**config.mk**
```make
export PLATFORM = sky130hd
export DESIGN_NAME = kgp_multicycle_control
export DESIGN_NICKNAME = d
export VERILOG_FILES = /design/src/rtl/kgp_ctrl_pkg.sv /design/src/rtl/kgp_opclass_decode.sv /design/src/rtl/kgp_multicycle_control.sv
export SDC_FILE = /design/constraint.sdc
export NUM_CORES = 1
export LEC_CHECK = 0
export ABC_CLOCK_PERIOD_IN_PS = 2850
export CORE_MARGIN = 8
export CORE_UTILIZATION = 40
export DETAILED_ROUTE_END_ITERATION = 10
export PLACE_DENSITY = 0.78
export SYNTH_ARGS = -nofsm -noshare
export SYNTH_HDL_FRONTEND = slang
export SYNTH_HIERARCHICAL = 1
export SYNTH_SLANG_ARGS = --single-unit
```
**constraint.sdc**
```tcl
create_clock -name clk -period 2.85 [get_ports clk]
set_input_delay 0.4275 -clock clk [delete_from_list [all_inputs] [get_ports clk]]
set_output_delay 0.4275 -clock clk [all_outputs]
set_load 0.01 [all_outputs]
```
**src/rtl/kgp_ctrl_pkg.sv**
```systemverilog
// Shared encodings for the KGP-RISC multi-cycle controller:
// opcodes, FSM states, PC source selects and opcode classes.
package kgp_ctrl_pkg;

    localparam logic [5:0] OpAluRR      = 6'h00;
    localparam logic [5:0] OpAluImm     = 6'h01;
    localparam logic [5:0] OpLoad       = 6'h02;
    localparam logic [5:0] OpStore      = 6'h03;
    localparam logic [5:0] OpBranch     = 6'h04;
    localparam logic [5:0] OpBranchCond = 6'h05;
    localparam logic [5:0] OpHalt       = 6'h3F;

    localparam logic [2:0] StIdle   = 3'd0;
    localparam logic [2:0] StFetch  = 3'd1;
    localparam logic [2:0] StDecode = 3'd2;
    localparam logic [2:0] StExec   = 3'd3;
    localparam logic [2:0] StMem    = 3'd4;
    localparam logic [2:0] StWb     = 3'd5;
    localparam logic [2:0] StHalt   = 3'd6;

    localparam logic [1:0] PcPlus4 = 2'd0;
    localparam logic [1:0] PcOff26 = 2'd1;
    localparam logic [1:0] PcImm21 = 2'd2;

    typedef enum logic [2:0] {
        ClsAluRR,
        ClsAluImm,
        ClsLoad,
        ClsStore,
        ClsBranch,
        ClsBranchCond,
        ClsHalt,
        ClsIllegal
    } opclass_e;

endpackage

```
**src/rtl/kgp_opclass_decode.sv**
```systemverilog
// Combinational opcode classifier: main opcode to instruction class,
// flagging any opcode outside the defined set as illegal.
module kgp_opclass_decode
    import kgp_ctrl_pkg::*;
(
    input  logic [5:0] opcode,
    output opclass_e   opclass,
    output logic       illegal
);

    always_comb begin
        opclass = ClsIllegal;
        illegal = 1'b0;
        case (opcode)
            OpAluRR:      opclass = ClsAluRR;
            OpAluImm:     opclass = ClsAluImm;
            OpLoad:       opclass = ClsLoad;
            OpStore:      opclass = ClsStore;
            OpBranch:     opclass = ClsBranch;
            OpBranchCond: opclass = ClsBranchCond;
            OpHalt:       opclass = ClsHalt;
            default:      illegal = 1'b1;
        endcase
    end

endmodule

```
**src/rtl/kgp_multicycle_control.sv**
```systemverilog
// Multi-cycle KGP-RISC control FSM: sequences fetch/decode/execute/memory/write-back
// over a shared memory port and counts retired instructions.
module kgp_multicycle_control
    import kgp_ctrl_pkg::*;
#(
    parameter int unsigned RETIRE_W = 32
) (
    input  logic                clk,
    input  logic                rst_n,
    input  logic                start,
    input  logic [5:0]          opcode,
    input  logic                branch_cond,
    input  logic                mem_ready,
    output logic                mem_req,
    output logic                mem_we,
    output logic                mem_addr_sel,
    output logic                ir_we,
    output logic                pc_we,
    output logic [1:0]          pc_src,
    output logic                alu_src_imm,
    output logic                rf_we,
    output logic                wb_sel_mem,
    output logic                busy,
    output logic                halted,
    output logic                illegal,
    output logic [RETIRE_W-1:0] retired
);

    logic [2:0]          state_q, state_d;
    logic [RETIRE_W-1:0] retired_q;
    logic                illegal_q;
    logic                retire_inc;
    logic                illegal_set;
    opclass_e            opclass;
    logic                op_illegal;

    kgp_opclass_decode u_opclass_decode (
        .opcode  (opcode),
        .opclass (opclass),
        .illegal (op_illegal)
    );

    always_comb begin
        state_d     = state_q;
        retire_inc  = 1'b0;
        illegal_set = 1'b0;
        case (state_q)
            StIdle:   if (start) state_d = StFetch;
            StFetch:  if (mem_ready) state_d = StDecode;
            StDecode: begin
                if (opclass == ClsHalt) begin
                    state_d    = StHalt;
                    retire_inc = 1'b1;
                end else if (op_illegal) begin
                    state_d     = StHalt;
                    illegal_set = 1'b1;
                end else begin
                    state_d = StExec;
                end
            end
            StExec: begin
                case (opclass)
                    ClsAluRR, ClsAluImm:     state_d = StWb;
                    ClsLoad, ClsStore:       state_d = StMem;
                    ClsBranch, ClsBranchCond: begin
                        state_d    = StFetch;
                        retire_inc = 1'b1;
                    end
                    // Opcode changed under us after decode; park safely.
                    default: begin
                        state_d     = StHalt;
                        illegal_set = 1'b1;
                    end
                endcase
            end
            StMem: begin
                if (mem_ready) begin
                    if (opclass == ClsStore) begin
                        state_d    = StFetch;
                        retire_inc = 1'b1;
                    end else begin
                        state_d = StWb;
                    end
                end
            end
            StWb: begin
                state_d    = StFetch;
                retire_inc = 1'b1;
            end
            StHalt:  state_d = StHalt;
            default: state_d = StIdle;
        endcase
    end

    always_comb begin
        mem_req      = 1'b0;
        mem_we       = 1'b0;
        mem_addr_sel = 1'b0;
        ir_we        = 1'b0;
        pc_we        = 1'b0;
        pc_src       = PcPlus4;
        alu_src_imm  = 1'b0;
        rf_we        = 1'b0;
        wb_sel_mem   = 1'b0;
        case (state_q)
            StFetch: begin
                mem_req      = 1'b1;
                mem_addr_sel = 1'b1;
                ir_we        = mem_ready;
                pc_we        = mem_ready;
            end
            StExec: begin
                alu_src_imm = (opclass == ClsAluImm) || (opclass == ClsLoad) ||
                              (opclass == ClsStore);
                if (opclass == ClsBranch) begin
                    pc_we  = 1'b1;
                    pc_src = PcOff26;
                end else if (opclass == ClsBranchCond) begin
                    pc_we  = branch_cond;
                    pc_src = PcImm21;
                end
            end
            StMem: begin
                mem_req = 1'b1;
                mem_we  = (opclass == ClsStore);
            end
            StWb: begin
                rf_we      = 1'b1;
                wb_sel_mem = (opclass == ClsLoad);
            end
            default: ;
        endcase
    end

    always_ff @(posedge clk) begin
        if (!rst_n) begin
            state_q   <= StIdle;
            retired_q <= '0;
            illegal_q <= 1'b0;
        end else begin
            state_q <= state_d;
            if (retire_inc) retired_q <= retired_q + RETIRE_W'(1);
            if (illegal_set) illegal_q <= 1'b1;
        end
    end

    assign busy    = (state_q != StIdle) && (state_q != StHalt);
    assign halted  = (state_q == StHalt);
    assign illegal = illegal_q;
    assign retired = retired_q;

endmodule
```
==> out/qor.txt <==
critical path endpoint category = register
peak supply drop = 0.198 mV
final hold vios = 0
first-pass GRT wire length = 10.2 mm
commonest cells after routing, fill and taps aside = clkdlybuf4s50_1, dfxtp_1, and2_1
Final TNS setup = 0 ns
layout cells sized above 1 = 0.148
Relative slew margins = 0.667
max-slew violation count = 0
crit start category = input port
Setup violations, final = 0
worst path required time = 3.04 ns
syn_area_per_cell = 8.71 um2
critical path class = input port to register
Pre-antenna DRT Iters = 4
final core occ = 0.573
Worst R2R Path Depth = 8
most common cell after layout, fill and taps aside = clkdlybuf4s50_1
# nets final = 350
Final min period = 2.62 ns
skew final = 0.00347 ns
yosys warns = 6
Seq cells post-synth = 36
Iter 0 DRT Violations = 191
status = finished clean
Routed Antenna Nets = 0
pwr dens = 318 mW/mm2
Vias/cell = 5.39
clk sink count = 36
Design Power = 1.01 mW
Hold Crit Depth = 2
Core Box Area = 0.00554 mm2
DR WL/cell = 15.2 um
Tcrit/Tclk final = 0.919
Setup Buffers After CTS = 0
CTS tree = done
layout overhead on the synthesized area = 38.1%
TritonCTS buffer count = 5
DIE AREA = 0.00843 mm2
Initial Utilization = 0.415
antenna violations before repair = 1
DP Cell Count = 402
Crit Path Max Fanout = 7
Worst Max-Slew Pin Slew = 0.487 ns
max frequency = 0.382 GHz
vias in the first global route = 2167
Hold WC Path Type = register to register
# IOs = 56
Port Buf Inserts = 55
CTS root buf = clkbuf_8
ys flop type = dfxtp_1
critical path data arrival time = 2.81 ns
clk buf depth = 2
Finished Layout Cells = 410
GRT Residual Overflow = 0
detailed placement HPWL = 4.66 mm
register area = 721 um2
post-synthesis cell area = 0.00230 mm2
aggregate routed wire length = 6.25 mm
asr flop ratio synth = 0
sequential area share after synthesis = 0.314
Mapped Cells = 264
die width = 91.8 um
RSZ-0062 raised after global routing = no
clock slew at reported path FFs = 0.07 ns
clk_lat worst skew = 0.29 ns
Synthesized Nets = 277
Multi-input gate area = 0.00150 mm2
fillers = 539
H-tree Lvls = 2
EDFF count, synth = 0
Residual DRC = 0
gpl congestion = 0.870
largest net degree at the start of global routing = 43
GRT Util Overall = 0.146
Leakage = 1.35 nW
Max Cap Violations = 0
via count = 2210
synth unique cells = 52
Site Rows = 27
Die Ht = 91.8 um
==> timing repair <==
action | 4_1_cts | 5_1_grt
resized for setup | 12 | 10
hold buffers | 0 | 0
pin swaps | 0 | 5
setup endpoints to repair | 6 | 13
==> metal layers <==
layer,routed length (um),vias to the layer above,part of all wire,global-route usage
li1,-,1116,-,-
met1,2810,1031,0.45,0.178
met2,2970,51,0.48,0.239
met3,347,12,0.056,0.0407
met4,114,0,0.018,0.0523
met5,0,-,0,0
==> critical path, cell delays in order <==
cell	delay, ns
clkdlybuf4s50_1	0.49
and4_4	0.23
a22oi_2	0.08
buf_4	0.17
nor3b_4	0.23
o2111ai_2	0.26
buf_4	0.24
a2111oi_2	0.39
xor2_1	0.12
and2_1	0.17
==> path summary, 6_finish.rpt <==
kind | endpoint | startpoint | slack [ns]
max | retired[24] | opcode[0] | 0.23
min | retired[31] | retired[31] | 0.48
max reg2reg | retired[24] | state_q[2] | 0.64
min reg2reg | retired[31] | retired[31] | 0.48
==> cell type report <==
cell class	instances	share of cell area
Inverter	11	0.0130
Clock buffer	6	0.0229
Tap cell	72	0.0284
Multi-Input combinational cell	203	0.472
Clock inverter	1	0.00158
Antenna cell	1	0.000789
Timing Repair Buffer	80	0.234
Sequential cell	36	0.227
==> state kept, by name, indices dropped and copies added (netlist names) <==
name,flops
state_q,3
retired,32
illegal,1
==> report_power, final <==
part           internal (mW)  switching (mW)  leakage [nW]
clock                  0.166           0.180        0.0410
sequential             0.507         0.00643         0.290
combinational         0.0718          0.0765          1.01
total                  0.745           0.263          1.35
==> synth_stat cells (5+ instances only) <==
cell	instances	area share
a2111oi_0	8	0.030
a211oi_1	5	0.016
a21oi_1	10	0.022
and2_1	25	0.068
and3_1	5	0.014
and4_1	8	0.030
clkbuf_1	5	0.0082
dfxtp_1	36	0.31
inv_1	11	0.018
mux2i_1	8	0.035
nand2_1	20	0.033
nand2b_1	5	0.014
nand3_1	13	0.028
nand4_1	10	0.027
nor2_1	8	0.013
xor2_1	21	0.080
==> logic make-up (layout without fill, tap and decap cells) <==
group,count (synthesis),in the layout,share of synthesized area
other,0,1,0
muxes,8,8,0.0348
DFF,36,36,0.314
AOI/OAI and AO/OA,53,53,0.198
adders and majority gates,2,2,0.0109
buffers and inverters,25,98,0.0506
xor gates and xnor gates,23,23,0.0876
and+or+nand+nor,117,117,0.304
==> per-stage QoR <==
stage               worst slack (ns)  hold WS (ns)  instance area (um2)
floorplan                      0.407         0.490                 2300
global placement              -0.231         0.463                 3050
detailed placement            -0.290         0.472                 3050
CTS                           0.0573         0.482                 3140
global route                  0.0574         0.532                 3170
finish                         0.231         0.476                 3170
(Power assumes the default switching activity.)
